**src/rtl/mycpu_pkg.sv**
```systemverilog
// Shared definitions for the MIPS core hazard logic: forward-select codes,
// MDU sequencer state encoding and the default register-index width.
package mycpu_pkg;

   localparam int REG_AW_DEF = 5;

   localparam logic [1:0] FWD_RF = 2'b00;
   localparam logic [1:0] FWD_W  = 2'b01;
   localparam logic [1:0] FWD_M  = 2'b10;

   typedef enum logic [1:0] {
      MDU_IDLE = 2'b00,
      MDU_BUSY = 2'b01,
      MDU_DONE = 2'b10
   } mduState_t;

endpackage

```
**src/rtl/hazard_scoreboard_if.sv**
```systemverilog
// Datapath <-> hazard scoreboard bundle: pipeline-stage status in, stall,
// flush and forward selects out. The datapath is master, the scoreboard slave.
interface hazard_scoreboard_if #(
   parameter int REG_AW = 5
);
   logic [REG_AW-1:0] rs_d, rt_d, rs_e, rt_e;
   logic [REG_AW-1:0] write_reg_e, write_reg_m, write_reg_w;
   logic              uses_rs_d, uses_rt_d, branch_d, hilo_read_d, pcsrc_d, jump_d;
   logic              reg_write_e, reg_write_m, reg_write_w, mem_read_e, mem_read_m;
   logic              mdu_start_e, mdu_div_e, mdu_cancel;
   logic              stall_f, stall_d, stall_e, flush_d, flush_e;
   logic [1:0]        forward_ae, forward_be, forward_ad, forward_bd;
   logic              mdu_busy, mdu_done;

   modport master (
      output rs_d, rt_d, rs_e, rt_e, write_reg_e, write_reg_m, write_reg_w,
             uses_rs_d, uses_rt_d, branch_d, hilo_read_d, pcsrc_d, jump_d,
             reg_write_e, reg_write_m, reg_write_w, mem_read_e, mem_read_m,
             mdu_start_e, mdu_div_e, mdu_cancel,
      input  stall_f, stall_d, stall_e, flush_d, flush_e,
             forward_ae, forward_be, forward_ad, forward_bd, mdu_busy, mdu_done
   );

   modport slave (
      input  rs_d, rt_d, rs_e, rt_e, write_reg_e, write_reg_m, write_reg_w,
             uses_rs_d, uses_rt_d, branch_d, hilo_read_d, pcsrc_d, jump_d,
             reg_write_e, reg_write_m, reg_write_w, mem_read_e, mem_read_m,
             mdu_start_e, mdu_div_e, mdu_cancel,
      output stall_f, stall_d, stall_e, flush_d, flush_e,
             forward_ae, forward_be, forward_ad, forward_bd, mdu_busy, mdu_done
   );
endinterface

```
**src/rtl/mdu_sequencer.sv**
```systemverilog
// Multi-cycle multiply/divide sequencer: holds E while the MDU is busy and
// pulses mduDone for the single cycle in which HI/LO are written.
module mdu_sequencer
   import mycpu_pkg::*;
#(
   parameter int MUL_LAT = 4,
   parameter int DIV_LAT = 32,
   parameter int CNT_W   = 6
) (
   input  logic clk,
   input  logic resetn,
   input  logic start,
   input  logic isDiv,
   input  logic cancel,
   output logic mduStall,
   output logic mduBusy,
   output logic mduDone
);

   localparam logic [CNT_W-1:0] MUL_LOAD = CNT_W'(MUL_LAT - 1);
   localparam logic [CNT_W-1:0] DIV_LOAD = CNT_W'(DIV_LAT - 1);
   localparam logic [CNT_W-1:0] CNT_ZERO = {CNT_W{1'b0}};
   localparam logic [CNT_W-1:0] CNT_ONE  = {{(CNT_W-1){1'b0}}, 1'b1};

   mduState_t        state_r, stateNext_s;
   logic [CNT_W-1:0] cnt_r, cntNext_s;

   // State and latency counter registers.
   always_ff @(posedge clk) begin
      if (!resetn) begin
         state_r <= MDU_IDLE;
         cnt_r   <= CNT_ZERO;
      end else begin
         state_r <= stateNext_s;
         cnt_r   <= cntNext_s;
      end
   end

   // Next-state logic; an exception cancel overrides everything, including start.
   always_comb begin
      stateNext_s = state_r;
      cntNext_s   = cnt_r;
      if (cancel) begin
         stateNext_s = MDU_IDLE;
         cntNext_s   = CNT_ZERO;
      end else begin
         case (state_r)
            MDU_IDLE: begin
               if (start) begin
                  stateNext_s = MDU_BUSY;
                  cntNext_s   = isDiv ? DIV_LOAD : MUL_LOAD;
               end else begin
                  stateNext_s = MDU_IDLE;
               end
            end
            MDU_BUSY: begin
               if (cnt_r == CNT_ZERO) begin
                  stateNext_s = MDU_DONE;
               end else begin
                  cntNext_s = cnt_r - CNT_ONE;
               end
            end
            MDU_DONE: stateNext_s = MDU_IDLE;
            default: begin
               stateNext_s = MDU_IDLE;
               cntNext_s   = CNT_ZERO;
            end
         endcase
      end
   end

   // The start cycle itself already stalls; reset forces the hold off.
   assign mduStall = resetn & (((state_r == MDU_IDLE) & start & ~cancel) |
                               (state_r == MDU_BUSY));
   assign mduBusy  = (state_r != MDU_IDLE);
   assign mduDone  = (state_r == MDU_DONE);

endmodule

```
**src/rtl/hazard_scoreboard.sv**
```systemverilog
// Pipeline hazard controller for the 5-stage MIPS core: forwarding selects,
// load/branch/HI-LO interlocks, redirect flushes and the MDU E-stage hold.
module hazard_scoreboard
   import mycpu_pkg::*;
#(
   parameter int REG_AW     = REG_AW_DEF,
   parameter int MUL_LAT    = 4,
   parameter int DIV_LAT    = 32,
   parameter int CNT_W      = 6,
   parameter int FWD_W_TO_D = 1
) (
   input logic          clk,
   input logic          resetn,
   hazard_scoreboard_if.slave hz
);

   localparam logic [REG_AW-1:0] REG_ZERO = {REG_AW{1'b0}};

   function automatic logic regMatch(input logic we, input logic [REG_AW-1:0] wr,
                                     input logic [REG_AW-1:0] src);
      return we & (wr != REG_ZERO) & (wr == src);
   endfunction

   logic mduStall_s, mduBusy_s, mduDone_s;
   logic lwStall_s, brStall_s, hiStall_s, stallD_s;
   logic useRsEMatch_s, useRtEMatch_s, useRsMMatch_s, useRtMMatch_s;
   logic [1:0] fwdAe_s, fwdBe_s, fwdAd_s, fwdBd_s;

   mdu_sequencer #(
      .MUL_LAT(MUL_LAT),
      .DIV_LAT(DIV_LAT),
      .CNT_W  (CNT_W)
   ) u_mdu (
      .clk     (clk),
      .resetn  (resetn),
      .start   (hz.mdu_start_e),
      .isDiv   (hz.mdu_div_e),
      .cancel  (hz.mdu_cancel),
      .mduStall(mduStall_s),
      .mduBusy (mduBusy_s),
      .mduDone (mduDone_s)
   );

   // Forwarding: E prefers M over W; D never forwards an in-flight load result from M.
   always_comb begin
      fwdAe_s = FWD_RF;
      fwdBe_s = FWD_RF;
      fwdAd_s = FWD_RF;
      fwdBd_s = FWD_RF;
      if (regMatch(hz.reg_write_m, hz.write_reg_m, hz.rs_e)) fwdAe_s = FWD_M;
      else if (regMatch(hz.reg_write_w, hz.write_reg_w, hz.rs_e)) fwdAe_s = FWD_W;
      else fwdAe_s = FWD_RF;
      if (regMatch(hz.reg_write_m, hz.write_reg_m, hz.rt_e)) fwdBe_s = FWD_M;
      else if (regMatch(hz.reg_write_w, hz.write_reg_w, hz.rt_e)) fwdBe_s = FWD_W;
      else fwdBe_s = FWD_RF;
      if (regMatch(hz.reg_write_m, hz.write_reg_m, hz.rs_d) && !hz.mem_read_m) fwdAd_s = FWD_M;
      else if ((FWD_W_TO_D != 0) && regMatch(hz.reg_write_w, hz.write_reg_w, hz.rs_d)) fwdAd_s = FWD_W;
      else fwdAd_s = FWD_RF;
      if (regMatch(hz.reg_write_m, hz.write_reg_m, hz.rt_d) && !hz.mem_read_m) fwdBd_s = FWD_M;
      else if ((FWD_W_TO_D != 0) && regMatch(hz.reg_write_w, hz.write_reg_w, hz.rt_d)) fwdBd_s = FWD_W;
      else fwdBd_s = FWD_RF;
   end

   assign useRsEMatch_s = hz.uses_rs_d & regMatch(hz.reg_write_e, hz.write_reg_e, hz.rs_d);
   assign useRtEMatch_s = hz.uses_rt_d & regMatch(hz.reg_write_e, hz.write_reg_e, hz.rt_d);
   assign useRsMMatch_s = hz.uses_rs_d & regMatch(hz.reg_write_m, hz.write_reg_m, hz.rs_d);
   assign useRtMMatch_s = hz.uses_rt_d & regMatch(hz.reg_write_m, hz.write_reg_m, hz.rt_d);

   assign lwStall_s = hz.mem_read_e & (hz.write_reg_e != REG_ZERO) &
                      ((hz.uses_rs_d & (hz.rs_d == hz.write_reg_e)) |
                       (hz.uses_rt_d & (hz.rt_d == hz.write_reg_e)));
   assign brStall_s = hz.branch_d & (useRsEMatch_s | useRtEMatch_s |
                      (hz.mem_read_m & (useRsMMatch_s | useRtMMatch_s)));
   assign hiStall_s = hz.hilo_read_d & (mduBusy_s | hz.mdu_start_e);
   assign stallD_s  = lwStall_s | brStall_s | hiStall_s | mduStall_s;

   // A held E is never bubbled, and a redirect only takes effect when D advances.
   assign hz.stall_e    = mduStall_s;
   assign hz.stall_d    = stallD_s;
   assign hz.stall_f    = stallD_s;
   assign hz.flush_e    = (lwStall_s | brStall_s | hiStall_s) & ~mduStall_s;
   assign hz.flush_d    = (hz.pcsrc_d | hz.jump_d) & ~stallD_s;
   assign hz.forward_ae = fwdAe_s;
   assign hz.forward_be = fwdBe_s;
   assign hz.forward_ad = fwdAd_s;
   assign hz.forward_bd = fwdBd_s;
   assign hz.mdu_busy   = mduBusy_s;
   assign hz.mdu_done   = mduDone_s;

endmodule

```
**src/flat_wrapper.sv**
```systemverilog
// flat-port wrapper written by rule: the top's interface ports become plain ports
module hazard_scoreboard_flat import mycpu_pkg::*;
#(
   parameter int REG_AW     = REG_AW_DEF,
   parameter int MUL_LAT    = 4,
   parameter int DIV_LAT    = 32,
   parameter int CNT_W      = 6,
   parameter int FWD_W_TO_D = 1
)
  (clk, resetn, hz_rs_d, hz_rt_d, hz_rs_e, hz_rt_e, hz_write_reg_e, hz_write_reg_m, hz_write_reg_w, hz_uses_rs_d, hz_uses_rt_d, hz_branch_d, hz_hilo_read_d, hz_pcsrc_d, hz_jump_d, hz_reg_write_e, hz_reg_write_m, hz_reg_write_w, hz_mem_read_e, hz_mem_read_m, hz_mdu_start_e, hz_mdu_div_e, hz_mdu_cancel, hz_stall_f, hz_stall_d, hz_stall_e, hz_flush_d, hz_flush_e, hz_forward_ae, hz_forward_be, hz_forward_ad, hz_forward_bd, hz_mdu_busy, hz_mdu_done);
  hazard_scoreboard_if #(.REG_AW(REG_AW)) hz_i ();
  input logic clk;
  input logic resetn;
  input wire logic [$bits(hz_i.rs_d)-1:0] hz_rs_d;
  input wire logic [$bits(hz_i.rt_d)-1:0] hz_rt_d;
  input wire logic [$bits(hz_i.rs_e)-1:0] hz_rs_e;
  input wire logic [$bits(hz_i.rt_e)-1:0] hz_rt_e;
  input wire logic [$bits(hz_i.write_reg_e)-1:0] hz_write_reg_e;
  input wire logic [$bits(hz_i.write_reg_m)-1:0] hz_write_reg_m;
  input wire logic [$bits(hz_i.write_reg_w)-1:0] hz_write_reg_w;
  input wire logic [$bits(hz_i.uses_rs_d)-1:0] hz_uses_rs_d;
  input wire logic [$bits(hz_i.uses_rt_d)-1:0] hz_uses_rt_d;
  input wire logic [$bits(hz_i.branch_d)-1:0] hz_branch_d;
  input wire logic [$bits(hz_i.hilo_read_d)-1:0] hz_hilo_read_d;
  input wire logic [$bits(hz_i.pcsrc_d)-1:0] hz_pcsrc_d;
  input wire logic [$bits(hz_i.jump_d)-1:0] hz_jump_d;
  input wire logic [$bits(hz_i.reg_write_e)-1:0] hz_reg_write_e;
  input wire logic [$bits(hz_i.reg_write_m)-1:0] hz_reg_write_m;
  input wire logic [$bits(hz_i.reg_write_w)-1:0] hz_reg_write_w;
  input wire logic [$bits(hz_i.mem_read_e)-1:0] hz_mem_read_e;
  input wire logic [$bits(hz_i.mem_read_m)-1:0] hz_mem_read_m;
  input wire logic [$bits(hz_i.mdu_start_e)-1:0] hz_mdu_start_e;
  input wire logic [$bits(hz_i.mdu_div_e)-1:0] hz_mdu_div_e;
  input wire logic [$bits(hz_i.mdu_cancel)-1:0] hz_mdu_cancel;
  output wire logic [$bits(hz_i.stall_f)-1:0] hz_stall_f;
  output wire logic [$bits(hz_i.stall_d)-1:0] hz_stall_d;
  output wire logic [$bits(hz_i.stall_e)-1:0] hz_stall_e;
  output wire logic [$bits(hz_i.flush_d)-1:0] hz_flush_d;
  output wire logic [$bits(hz_i.flush_e)-1:0] hz_flush_e;
  output wire logic [$bits(hz_i.forward_ae)-1:0] hz_forward_ae;
  output wire logic [$bits(hz_i.forward_be)-1:0] hz_forward_be;
  output wire logic [$bits(hz_i.forward_ad)-1:0] hz_forward_ad;
  output wire logic [$bits(hz_i.forward_bd)-1:0] hz_forward_bd;
  output wire logic [$bits(hz_i.mdu_busy)-1:0] hz_mdu_busy;
  output wire logic [$bits(hz_i.mdu_done)-1:0] hz_mdu_done;
  assign hz_i.rs_d = hz_rs_d;
  assign hz_i.rt_d = hz_rt_d;
  assign hz_i.rs_e = hz_rs_e;
  assign hz_i.rt_e = hz_rt_e;
  assign hz_i.write_reg_e = hz_write_reg_e;
  assign hz_i.write_reg_m = hz_write_reg_m;
  assign hz_i.write_reg_w = hz_write_reg_w;
  assign hz_i.uses_rs_d = hz_uses_rs_d;
  assign hz_i.uses_rt_d = hz_uses_rt_d;
  assign hz_i.branch_d = hz_branch_d;
  assign hz_i.hilo_read_d = hz_hilo_read_d;
  assign hz_i.pcsrc_d = hz_pcsrc_d;
  assign hz_i.jump_d = hz_jump_d;
  assign hz_i.reg_write_e = hz_reg_write_e;
  assign hz_i.reg_write_m = hz_reg_write_m;
  assign hz_i.reg_write_w = hz_reg_write_w;
  assign hz_i.mem_read_e = hz_mem_read_e;
  assign hz_i.mem_read_m = hz_mem_read_m;
  assign hz_i.mdu_start_e = hz_mdu_start_e;
  assign hz_i.mdu_div_e = hz_mdu_div_e;
  assign hz_i.mdu_cancel = hz_mdu_cancel;
  assign hz_stall_f = hz_i.stall_f;
  assign hz_stall_d = hz_i.stall_d;
  assign hz_stall_e = hz_i.stall_e;
  assign hz_flush_d = hz_i.flush_d;
  assign hz_flush_e = hz_i.flush_e;
  assign hz_forward_ae = hz_i.forward_ae;
  assign hz_forward_be = hz_i.forward_be;
  assign hz_forward_ad = hz_i.forward_ad;
  assign hz_forward_bd = hz_i.forward_bd;
  assign hz_mdu_busy = hz_i.mdu_busy;
  assign hz_mdu_done = hz_i.mdu_done;
  hazard_scoreboard #(.REG_AW(REG_AW), .MUL_LAT(MUL_LAT), .DIV_LAT(DIV_LAT), .CNT_W(CNT_W), .FWD_W_TO_D(FWD_W_TO_D)) u_core (.clk(clk), .resetn(resetn), .hz(hz_i));
endmodule
```
**config.mk**
```make
export PLATFORM = sky130hd
export DESIGN_NAME = hazard_scoreboard_flat
export DESIGN_NICKNAME = d
export VERILOG_FILES = /design/src/rtl/mycpu_pkg.sv /design/src/rtl/hazard_scoreboard_if.sv /design/src/rtl/mdu_sequencer.sv /design/src/rtl/hazard_scoreboard.sv /design/src/flat_wrapper.sv
export SDC_FILE = /design/constraint.sdc
export NUM_CORES = 1
export LEC_CHECK = 0
export ABC_AREA = 1
export CAP_MARGIN = 20
export CORE_ASPECT_RATIO = 1.4
export CORE_MARGIN = 3
export CORE_UTILIZATION = 35
export DETAILED_ROUTE_END_ITERATION = 10
export PLACE_DENSITY = 0.78
export SLEW_MARGIN = 20
export SYNTH_ARGS = -nofsm -noshare
export SYNTH_HDL_FRONTEND = slang
export SYNTH_SLANG_ARGS = --single-unit
```
**constraint.sdc**
```tcl
create_clock -name clk -period 2.05 [get_ports clk]
set_input_delay 0.41 -clock clk [delete_from_list [all_inputs] [get_ports clk]]
set_output_delay 0.41 -clock clk [all_outputs]
set_load 0.005 [all_outputs]
```
==> results.md <==
- Grt ovf: 0
- CP Class: in -> out
- Slowest stage delay, CP: 0.42 ns
- Clock Sinks: 8
- Syn. warnings: 0
- Initial core utilization: 0.3676
- Most common cell after layout, fill and taps aside: buf_4
- Min Tclk post-route: 2.001 ns
- Pin count of the biggest net entering global routing: 8
- Die width: 58.52 µm
- Post-synth EDFFs: 0
- Total core area: 3676 µm²
- Setup crit start kind: input port
- DR vias: 1,739
- # IOs: 66
- Slew @ Worst Pin: 0.2762 ns
- Avg Inst Size Synth: 6.314 µm²
- Rel. slew slack: 0.8143
- Routed Antenna Nets: 0
- Vias/cell: 4.940
- Die area: 4653 µm²
- HP Class: reg -> reg
- Total CTS buffers: 3
- Drt first pass iters: 4
- CTS Buffer Depth: 2
- Outcome: complete, no violations
- Crit path DAT: 1.59 ns
- Cell area after synthesis: 1351 µm²
- DR iter-0 viols: 59
- Final setup viols: 0
- Gr usage total: 0.2004
- P per Cell Area: 347.1 nW/µm²
- Die height: 79.52 µm
- Final Hold Viols: 0
- Post-synthesis async set-or-reset flop share: 0
- Final Slew Violations: 0
- Routed wire length: 4644 µm
- Root Driver: clkbuf_8
- Area grow syn2layout: 67.87%
- Clk slew on worst S/H paths: 0.04 ns
- Comb power frac: 0.545
- # port buffers: 65
- Crit-path slowest cell: clkdlybuf4s50_1
- Switching power: 281.7 µW
- Net count, final: 365
- Fmax: 0.4997 GHz
- Period utilization: 0.9762
- Most frequent cells in the layout: 40 x buf_4, 27 x nand2_1, 21 x xor2_1
- First-pass GRT wire length: 7514 µm
- Leakage: 1.137 nW
- Critical Path, Cell by Cell: clkdlybuf4s50_1, nor2_1, inv_1, a22oi_4, nand3_2, nor2_2, buf_2
- Synthesis-stage register bit count: 8
- CTS tree: yes
- Worst path required time: 1.64 ns
- Post-Syn Instances: 214
- DP Worst Slack: -0.7028 ns
- Clk pwr share: 0.238
- Crit. End Element: output port
- Site Rows: 26
- P_int: 505.5 µW
- DP Wirelength: 3716 µm
- Setup ws final: 0.04872 ns
- Synth Net Count: 267
- Pwr Total: 787.3 µW
- Peak VDD IR: 445.5 µV
- # diodes: 0
- Core Util, Final: 0.6171
- Worst-Skew Late Latency: 0.23 ns
- Fill cells: 342
- Sequential-to-total area share from yosys stat: 0.1185
- Synth cell types: 28
- Sequential power share: 0.217
- GP Congestion: 0.9676
- Number of global-route vias before repair: 1,776
- Routed WL per cell: 13.19 µm
- Worst-path maximum fanout: 3
- RSZ-0062 raised after global routing: yes
- Initial antenna violation count: 0
- DRC viols: 0
- Net Sw Frac: 0.3579
- H-tree lvl count: 1
- Max-cap violations: 0
- Share of cells above drive strength 1: 0.3839
- Post-synth top flop: dfxtp_1
- Worst clock skew: 0.002392 ns
flip-flops by register name, indices dropped and copies added, names as in the netlist:
register	flops
u_core.u_mdu.cnt_r	6
u_core.u_mdu.state_r	2
per-layer routing:
layer,vias up,track usage,routed length (µm)
li1,871,-,-
met4,0,0.06729,102
met5,-,0,0
met2,73,0.3792,2527
met3,13,0.02265,244
met1,782,0.2224,1769
kinds of logic after synthesis:
| family | count (synthesis) | synth area share |
|---|---|---|
| and+or+nand+nor | 92 | 0.3250 |
| xor gates and xnor gates | 41 | 0.2657 |
| buffers and inverters | 41 | 0.1435 |
| AOI/OAI and AO/OA | 30 | 0.1287 |
| DFF | 8 | 0.1185 |
| adders and majority gates | 2 | 0.01852 |
critical path, delay by kind of cell:
family / cells / cell delay (ns)
buffers and inverters: 3 / 0.63
AOI/OAI and AO/OA: 1 / 0.20
and+or+nand+nor: 3 / 0.34
synth_stat cells, types with 2 or more instances:
library cell | number | area [µm²]
a21oi_1 | 11 | 55.05
buf_4 | 2 | 15.01
buf_6 | 4 | 45.04
clkbuf_1 | 5 | 18.77
dfxtp_1 | 8 | 160.2
ha_1 | 2 | 25.02
inv_1 | 26 | 97.59
inv_2 | 3 | 11.26
nand2_1 | 34 | 127.6
nand2_2 | 3 | 18.77
nand3_1 | 12 | 60.06
nand4_1 | 5 | 31.28
nor2_1 | 20 | 75.07
nor2_2 | 5 | 31.28
nor3_1 | 6 | 30.03
nor4_1 | 4 | 25.02
o21ai_0 | 8 | 40.04
o21ai_1 | 5 | 25.02
o22ai_1 | 3 | 18.77
xnor2_1 | 20 | 175.2
xor2_1 | 21 | 183.9
power by group through the flow:
stage,logic [mW],clock network (mW),registers (mW)
after CTS,0.412,0.189,0.171
after floorplan,0.210,0,0.172
final,0.429,0.187,0.171
after global placement,0.420,0,0.173
after global routing,0.470,0.198,0.172
after detailed placement,0.427,0,0.173
worst paths after layout:
check                           slack [ns]  cells after the start                   from                     to
worst max-delay path                  0.05                      7         hz_mdu_start_e             hz_flush_d
worst min register to register        0.48                      2  u_core.u_mdu.cnt_r[5]  u_core.u_mdu.cnt_r[5]
worst min-delay path                  0.48                      2  u_core.u_mdu.cnt_r[5]  u_core.u_mdu.cnt_r[5]
worst max register to register        0.43                     10  u_core.u_mdu.cnt_r[0]  u_core.u_mdu.cnt_r[1]
stage by stage:
stage / setup TNS, ns / area (µm²) / hold slack, ns / instances
CTS: -0.03649 / 2280 / 0.4669 / 351
global route: -0.09937 / 2268 / 0.4946 / 352
global placement: -7.395 / 2246 / 0.4470 / 346
detailed placement: -7.598 / 2246 / 0.4605 / 346
floorplan: 0 / 1351 / 0.4435 / 214
finish: 0 / 2268 / 0.4793 / 352
cell type report:
type	count	area (µm²)	area share
repair buffers	104	787.0	0.3469
inverters	30	115.1	0.05074
flip-flops and latches	8	160.2	0.07060
well taps	42	52.55	0.02317
multi-input cells	165	1112	0.4903
clock buffers	3	41.29	0.01820
what timing repair did:
action | in CTS | in global routing
hold buffers | 0 | 0
hold endpoints to repair | 0 | 0
pin swaps | 20 | 26
gates resized for setup | 130 | 47
setup buffers | 2 | 1
endpoints found under the setup margin | 13 | 11
Power figures use the tool's default switching activity.
